File: config.mk
export PLATFORM = sky130hd
export DESIGN_NAME = bcd_countdown_hms
export DESIGN_NICKNAME = d
export VERILOG_FILES = /design/src/rtl/bcd_countdown_hms.sv
export SDC_FILE = /design/constraint.sdc
export NUM_CORES = 1
export LEC_CHECK = 0
export BUFFER_PORTS_ARGS = -buffer_cell sky130_fd_sc_hd__clkbuf_2
export CAP_MARGIN = 20
export CORE_MARGIN = 2
export CORE_UTILIZATION = 55
export CTS_BUF_LIST = sky130_fd_sc_hd__clkbuf_8
export DETAILED_ROUTE_END_ITERATION = 6
export PLACE_DENSITY_LB_ADDON = 0.25
export SLEW_MARGIN = 25
export SYNTH_ARGS = -nofsm -noshare
export SYNTH_HDL_FRONTEND = slang
export SYNTH_SLANG_ARGS = --single-unit
File: constraint.sdc
create_clock -name clk -period 3.7 [get_ports clk]
set_input_delay 0.74 -clock clk [delete_from_list [all_inputs] [get_ports clk]]
set_output_delay 0.74 -clock clk [all_outputs]
set_load 0.01 [all_outputs]
File: src/rtl/bcd_countdown_hms.sv
// rtl/bcd_countdown_hms.sv - BCD HH:MM:SS countdown timer with preset load, pause/resume and expiry alarm
//
// Purpose
//   Counts a loaded HH:MM:SS preset down by one second per tick_i while
//   running. On reaching 00:00:00 it pulses done_o, then either raises
//   alarm_o (EXPIRED) or, with AUTO_RELOAD, reloads the preset and keeps
//   running.
//
// Parameters
//   HOUR_MAX     largest loadable hours value (1..99); larger loads are rejected
//   AUTO_RELOAD  1: on expiry reload the last accepted preset and keep running
//
// Ports
//   clk                 system clock
//   rst_n               asynchronous active-low reset
//   tick_i              1 Hz enable, one clk wide
//   load_i              pulse: capture ld_*_i as preset and count
//   ld_{h1..s0}_i       preset BCD digits (tens/ones of hours, minutes, seconds)
//   start_i             pulse: begin/resume counting
//   pause_i             pulse: suspend counting
//   ack_i               pulse: clear alarm, return to idle
//   {h1..s0}_o          current count, BCD, registered
//   running_o           high while counting
//   done_o              one-cycle pulse on expiry
//   alarm_o             high while expired
//   load_err_o          one-cycle pulse after a rejected load

module bcd_countdown_hms #(
  parameter int unsigned HOUR_MAX    = 23,
  parameter bit          AUTO_RELOAD = 1'b0
) (
  input  logic       clk,
  input  logic       rst_n,
  input  logic       tick_i,
  input  logic       load_i,
  input  logic [3:0] ld_h1_i,
  input  logic [3:0] ld_h0_i,
  input  logic [3:0] ld_m1_i,
  input  logic [3:0] ld_m0_i,
  input  logic [3:0] ld_s1_i,
  input  logic [3:0] ld_s0_i,
  input  logic       start_i,
  input  logic       pause_i,
  input  logic       ack_i,
  output logic [3:0] h1_o,
  output logic [3:0] h0_o,
  output logic [3:0] m1_o,
  output logic [3:0] m0_o,
  output logic [3:0] s1_o,
  output logic [3:0] s0_o,
  output logic       running_o,
  output logic       done_o,
  output logic       alarm_o,
  output logic       load_err_o
);

  typedef enum logic [1:0] {
    ST_IDLE    = 2'd0,
    ST_RUN     = 2'd1,
    ST_PAUSE   = 2'd2,
    ST_EXPIRED = 2'd3
  } state_e;

  localparam logic [7:0] HOUR_MAX_B = 8'(HOUR_MAX);

  // Digit index 5..0 = h1, h0, m1, m0, s1, s0.
  state_e          state_q,    state_d;
  logic [5:0][3:0] cnt_q,      cnt_d;
  logic [5:0][3:0] preset_q,   preset_d;
  logic            done_q,     done_d;
  logic            load_err_q, load_err_d;
  // Set on an auto-reload expiry; the preset is copied in on the next
  // tick-free cycle so the zero count is visible for the done cycle.
  logic            reload_q,   reload_d;

  logic [5:0][3:0] ld_vec;
  logic [7:0]      ld_hours;
  logic            load_ok;
  logic            cnt_zero;
  logic            cnt_one;
  logic            preset_zero;
  logic [5:0][3:0] dec_cnt;
  logic            borrow;

  // Load validation
  always_comb begin
    ld_vec   = {ld_h1_i, ld_h0_i, ld_m1_i, ld_m0_i, ld_s1_i, ld_s0_i};
    ld_hours = ({4'd0, ld_h1_i} * 8'd10) + {4'd0, ld_h0_i};
    load_ok  = (ld_h1_i <= 4'd9) && (ld_h0_i <= 4'd9) &&
               (ld_m1_i <= 4'd5) && (ld_m0_i <= 4'd9) &&
               (ld_s1_i <= 4'd5) && (ld_s0_i <= 4'd9) &&
               (ld_hours <= HOUR_MAX_B);
  end

  always_comb begin
    cnt_zero    = (cnt_q == 24'h000000);
    cnt_one     = (cnt_q == 24'h000001);
    preset_zero = (preset_q == 24'h000000);
  end

  // One-second decrement with BCD borrow chain. Tens of minutes and tens of
  // seconds wrap to 5, all other digits to 9. Only used when count != 0, so
  // the hour tens digit never has to wrap.
  always_comb begin
    dec_cnt = cnt_q;
    borrow  = 1'b1;
    for (int i = 0; i < 6; i++) begin
      if (borrow) begin
        if (cnt_q[i] != 4'd0) begin
          dec_cnt[i] = cnt_q[i] - 4'd1;
          borrow     = 1'b0;
        end else begin
          dec_cnt[i] = ((i == 1) || (i == 3)) ? 4'd5 : 4'd9;
        end
      end
    end
  end

  // Next-state logic. Priority: load > ack > pause > start > tick.
  always_comb begin
    state_d    = state_q;
    cnt_d      = cnt_q;
    preset_d   = preset_q;
    done_d     = 1'b0;
    load_err_d = 1'b0;
    reload_d   = reload_q;

    if (load_i && load_ok) begin
      // An accepted load overrides everything else in this cycle.
      preset_d = ld_vec;
      cnt_d    = ld_vec;
      state_d  = ST_IDLE;
      reload_d = 1'b0;
    end else begin
      // A rejected load changes nothing but still lets other inputs act.
      if (load_i) begin
        load_err_d = 1'b1;
      end

      case (state_q)
        ST_IDLE, ST_PAUSE: begin
          if (!ack_i && !pause_i && start_i && !cnt_zero) begin
            state_d = ST_RUN;
          end
        end

        ST_RUN: begin
          if (ack_i) begin
            state_d  = ST_IDLE;
            reload_d = 1'b0;
          end else begin
            if (reload_q) begin
              if (!tick_i || pause_i) begin
                cnt_d    = preset_q;
                reload_d = 1'b0;
              end
            end else if (!pause_i && tick_i && !cnt_zero) begin
              cnt_d = dec_cnt;
              if (cnt_one) begin
                done_d = 1'b1;
                if (AUTO_RELOAD && !preset_zero) begin
                  reload_d = 1'b1;
                end else begin
                  state_d = ST_EXPIRED;
                end
              end
            end
            // A tick coinciding with pause is discarded above.
            if (pause_i) begin
              state_d = ST_PAUSE;
            end
          end
        end

        ST_EXPIRED: begin
          if (ack_i) begin
            state_d = ST_IDLE;
          end
        end

        default: begin
          state_d = ST_IDLE;
        end
      endcase
    end
  end

  always_ff @(posedge clk or negedge rst_n) begin
    if (!rst_n) begin
      state_q    <= ST_IDLE;
      cnt_q      <= '0;
      preset_q   <= '0;
      done_q     <= 1'b0;
      load_err_q <= 1'b0;
      reload_q   <= 1'b0;
    end else begin
      state_q    <= state_d;
      cnt_q      <= cnt_d;
      preset_q   <= preset_d;
      done_q     <= done_d;
      load_err_q <= load_err_d;
      reload_q   <= reload_d;
    end
  end

  assign h1_o       = cnt_q[5];
  assign h0_o       = cnt_q[4];
  assign m1_o       = cnt_q[3];
  assign m0_o       = cnt_q[2];
  assign s1_o       = cnt_q[1];
  assign s0_o       = cnt_q[0];
  assign running_o  = (state_q == ST_RUN);
  assign alarm_o    = (state_q == ST_EXPIRED);
  assign done_o     = done_q;
  assign load_err_o = load_err_q;

endmodule

[Yosys cells after proc, flatten, opt, wreduce, memory -nomap -nowiden]
Index checks and enable logic that the tools add are counted.
Storage, ports and cells
  bits in registers: 53
  input port bits: 31
  output and inout port bits: 28
Cells by class
  add/subtract/negate cells: 7
  multipliers: 1
  $lt $le $gt $ge: 7
  equality and inequality tests: 12
  mux-type cells: 48
  reductions and logical operators: 39
Operator list (number)
  $mux W24: 6
  $mux W4: 11
  $reduce_and A5 Y1: 6
  $eq A24 B1 Y1 const B: 1
  $logic_not A24 Y1: 1
  $reduce_bool A4 Y1: 6
  $sub A4 B1 Y4 const B: 6
  $mux W1: 22
  $le A4 B4 Y1 const B: 4
  $mux W2: 8
  $reduce_bool A3 Y1: 5
  $logic_and A1 B1 Y1: 12
  $ne A5 B3 Y1 const B: 2
  $add A8 B4 Y8: 1
  $le A4 B3 Y1 const B: 2
  $le A8 B5 Y1 const B: 1
  $mul A4 B3 Y7 const B: 1
  $ne A3 B2 Y1 const B: 2
  $pmux W2 S3: 1
  $ne A5 B4 Y1 const B: 1
  $eq A2 B2 Y1 const B: 2
  $logic_not A1 Y1: 4
  $reduce_and A4 Y1: 1
  $ne A3 B1 Y1 const B: 1
  7 further kinds: 7

[Depth between registers and ports, before layout]
  depth after elaboration: 13
  gate-level depth with buffers: 10

[Worst setup path after synthesis]
OpenSTA, ideal clock, no wires.
  path type: input to register
  start point: input ld_h1_i[1]
  end point: register preset_q[5] in the netlist's numbering
  setup time: 128 ps
  data arrival time: 3223 ps
  data required time: 3572 ps
  setup slack: 350 ps
  stages on the path: 10
  path buffers: 2
  cells stage by stage: ha_1 -> ha_1 -> fa_1 -> o211ai_1 -> nor4b_1 -> a211oi_1 -> or3b_1 -> buf_6 -> clkbuf_1 -> mux2_1
Between the ends
  cells in the longest elaborated chain, start to end: 8
Ends and longest elaborated chain
  from (decl): RTL line 36  | input logic [3:0] ld_h1_i,
  branches (longest 6 deep; another with $add A8 B4 Y8)
  $logic_and A1 B1 Y1 *: RTL line 91  | (ld_s1_i <= 4'd5) && (ld_s0_i <= 4'd9) &&
  $logic_and A1 B1 Y1 *: RTL line 128  | if (load_i && load_ok) begin
  to (signal assigned): RTL line 199  | preset_q <= preset_d;
  to (decl): RTL line 69  | logic [5:0][3:0] preset_q, preset_d;
Mark *: on every way between the ends.
A chain may end at the register's enable or synchronous reset.

[Worst setup path after layout]
  start point: input ld_h1_i[1]
  end point: register preset_q[21] in the netlist's numbering
Between the ends
  cells in the longest elaborated chain, start to end: 8
Ends and longest elaborated chain
  branches (longest 8 deep; another with $add A8 B4 Y8)
Parallel ways; which one is timed is not known.

==> results.md <==
* Status: finished clean
* CTS tree: built
* CP Class: primary input to flop
* Total length of routed wires at 7100 um
* Pwr Density at 361 nW/um2
* Largest buffer count on any clock path at 2
* Slew Viols, Final at 0
* Predominant post-synthesis flop cell: dfrtp_1
* Internal power at 983 uW
* Die outline width at just over 80 um
* Vias in the first global route at 2655
* CP Max Fanout at 52
* Avg Cell Area, Syn at 10.5 um2
* XOR/XNOR Fraction of Synth Area at 1.28%
* Num ports at a little under 60
* Asr flop ratio synth at 100%
* Syn_nets at roughly 370
* Post-synthesis mux area share at roughly a fifth
* EDFF count, synth at 0
* First-pass GRT wire length at 12300 um
* NumNets Final at 431
* Worst-Margin Slew at 782 ps
* Vias/cell at around 5.8
* Post-Synth Adder-Cell Area at 5.92%
* Met1 Use GR at between 20 and 30%
* R2R Path End: h0_o[3]
* Mapped Area at 3420 um2
* Placer Congestion at approximately 0.84
* Later-pin clock latency in the skew report at 300 ps
* Setup TNS Final at 0 ps
* Initial antenna violation count at 0
* Initial DRC Count at roughly 120
* Chip height at 82.9 um
* Post-DP HPWL at 5280 um
* CTS buffer count at 5
* Starting Density at 57.5%
* Hold Path Class: primary input to async pin
* Flop pwr share at 49.8%
* F_max at 297 MHz
* Reg2Reg Setup Slack at 900 ps
* Fin crit period at 3370 ps
* Post-synthesis compound-gate area fraction at a little over an eighth
* Clock share of power at between 20% and 30%
* Synth Warn # at 0
* Worst slew margin at between 40% and 50%
* N_diodes at 0
* GR Util All Layers at 21.4%
* Netlist cell types at 56
* Final period util at 91.0%
* Met2 GRT Util at a little over a third
* Final design utilization at 65.2%
* Final hold vios at 0
* I/O Buffers at 58
* Cells on worst reg2reg path at 7
* Final setup viols at 0
* Max-cap violation count at 0
* Synth Instances at around 330
* Area delta synth->final at 13.5%
* Grt ovf at 0
* Pleak at 0.00192 uW
* Routed wire per std cell at 15.4 um
* Sw Ratio at 30.0%
* Simple-Gate Fraction of Synth Area at 14.5%
* Worst Path Arrival at 3550 ps
* Crit end category: flop
* Hold-fix buffers at CTS at 0
* Startpoint Class: primary input
* Fraction of layout cells with a size suffix above 1 at 35.2%
* Crit. Startpoint: ld_h1_i[1]
* # resized after CTS at 0
* #FFs+latches synth at 53
* Drt drc at 0
* P_sw at 421 uW
* Seq/Total Area, Yosys at around two fifths
* Clk Tree Root Cell: clkbuf_8
* Core footprint at 5960 um2
* Clock-pin slew on the worst setup and hold paths at 100 ps
* Crit path capture: preset_q[21]
* H-tree depth at 2
* Hold slack at approximately 500 ps
* Total die area at 6870 um2
* Met3 Resource Use GR at 3.78%
* # rows at 28
* Routed Antenna Nets at 0
* Initial DRT Pass Iterations at 4
* Most used routing layer: met2
* Vias at approximately 2700
* Postcts setup bufs at 0
* Clk_skew at 10.2 ps
* Main combinational cell family by area after synthesis: multiplexers
* Clk sinks at 53
* Unrepaired setup endpoints after global routing: false
* Maximum vdd drop at between 0.2 and 0.25 mV
* Comb power frac at 24.7%
* Reg2Reg Launch Point: m0_o[0]
* Required time worst endpoint at 3880 ps
* Pin count of the biggest net entering global routing at 53
==> cells in the final DEF (no fill, tap or decap), types with 3 or more instances in the layout <==
master / netlist / layout
clkbuf_2: 0 / 58
dfrtp_1: 53 / 53
mux2_2: 46 / 46
a21oi_1: 26 / 26
inv_1: 19 / 19
o21ai_0: 15 / 15
nor2_1: 14 / 14
nor3_1: 13 / 13
mux2i_1: 13 / 13
ha_1: 13 / 13
nand2_1: 10 / 10
buf_4: 2 / 8
nor3b_1: 7 / 7
clkbuf_8: 0 / 7
and2_1: 6 / 6
or3b_2: 4 / 5
nor4_1: 5 / 5
a211oi_1: 4 / 4
nand3_1: 4 / 4
nand2b_1: 3 / 3
nor4b_1: 3 / 3
xnor2_1: 3 / 3
nand4_1: 3 / 3
mux2_1: 3 / 3
o21bai_1: 3 / 3
==> metrics by stage <==
stage | total power [uW] | cells | setup slack (ps) | instance area, um2
floorplan | 943 | 325 | 350 | 3420
global placement | 1050 | 453 | 149 | 3780
detailed placement | 1060 | 453 | 7.27 | 3780
CTS | 1420 | 461 | 317 | 3880
global route | 1490 | 461 | 199 | 3880
finish | 1400 | 461 | 333 | 3880
==> kinds of logic after synthesis <==
family	after synthesis
AO/OA/AOI/OAI	71
XOR/XNOR	5
adder cells (fa/ha/maj)	15
buffers and inverters	34
flip-flops	53
multiplexers	64
AND/OR/NAND/NOR	83
==> sequential cells by signal, indices dropped and copies added, names as in the netlist <==
| name | flops |
|---|---|
| done_o | 1 |
| h0_o | 4 |
| h1_o | 4 |
| load_err_o | 1 |
| m0_o | 4 |
| m1_o | 4 |
| preset_q | 24 |
| reload_q | 1 |
| s0_o | 4 |
| s1_o | 4 |
| state_q | 2 |
==> layout make-up <==
cell class / count / area, um2
Fill cell: 494 / 2070
Multi-Input combinational cell: 238 / 1920
Sequential cell: 53 / 1330
Timing Repair Buffer: 67 / 370
Clock buffer: 7 / 96.3
Tap cell: 75 / 93.8
Inverter: 20 / 75.1
Clock inverter: 1 / 5.00
==> layer usage <==
metal / up-vias / wire length [um]
li1: 1322 / -
met2: 74 / 3420
met5: - / 0
met3: 4 / 312
met1: 1253 / 3330
met4: 0 / 33
==> worst min path at each step <==
stage	from	to	slack, ps
2_1_floorplan	rst_n	done_o	440
3_3_place_gp	preset_q[7]	preset_q[7]	470
3_5_place_dp	preset_q[15]	preset_q[15]	470
4_1_cts	preset_q[15]	preset_q[15]	500
5_1_grt	preset_q[5]	preset_q[5]	520
6_report	rst_n	preset_q[13]	500
==> worst max-delay path, stage by stage <==
cell and delay (ps):
clkbuf_2 90, ha_1 290, ha_1 220, fa_1 520, o211ai_1 150, nor4b_1 350, a211oi_1 100, or3b_2 510
buf_12 210, mux2_1 340
==> cells in the mapped netlist, drive strengths merged, types with 2 or more instances <==
cell type | count | share of area (%)
buf | 10 | 2.6
nor2 | 14 | 1.5
o211a | 2 | 0.58
a221oi | 2 | 0.51
nand3 | 4 | 0.58
nor4b | 3 | 0.77
nor3b | 8 | 2.1
nor4 | 5 | 0.91
xnor2 | 3 | 0.77
inv | 20 | 2.2
o31ai | 3 | 0.80
a211o | 2 | 0.51
a31oi | 2 | 0.37
and2 | 7 | 1.4
o21a | 2 | 0.44
dfrtp | 53 | 39
nand4 | 3 | 0.55
o21bai | 3 | 0.66
or3 | 2 | 0.37
clkbuf | 4 | 0.44
xor2 | 2 | 0.51
o21ai | 15 | 2.2
ha | 13 | 4.8
fa | 2 | 1.2
nor3 | 13 | 1.9
mux2 | 51 | 17
mux2i | 13 | 3.8
a211oi | 4 | 0.88
nand2 | 10 | 1.1
or3b | 5 | 1.3
and4 | 2 | 0.51
a21oi | 26 | 3.8
nand2b | 3 | 0.55
o211ai | 2 | 0.44
==> power groups by stage <==
stage	logic [uW]	registers [uW]	clock network [uW]
finish	346	700	358
global route	389	713	391
detailed placement	349	712	0
CTS	351	700	368
global placement	336	710	0
floorplan	237	706	0
Note: power is estimated with default switching activity, not from simulation.
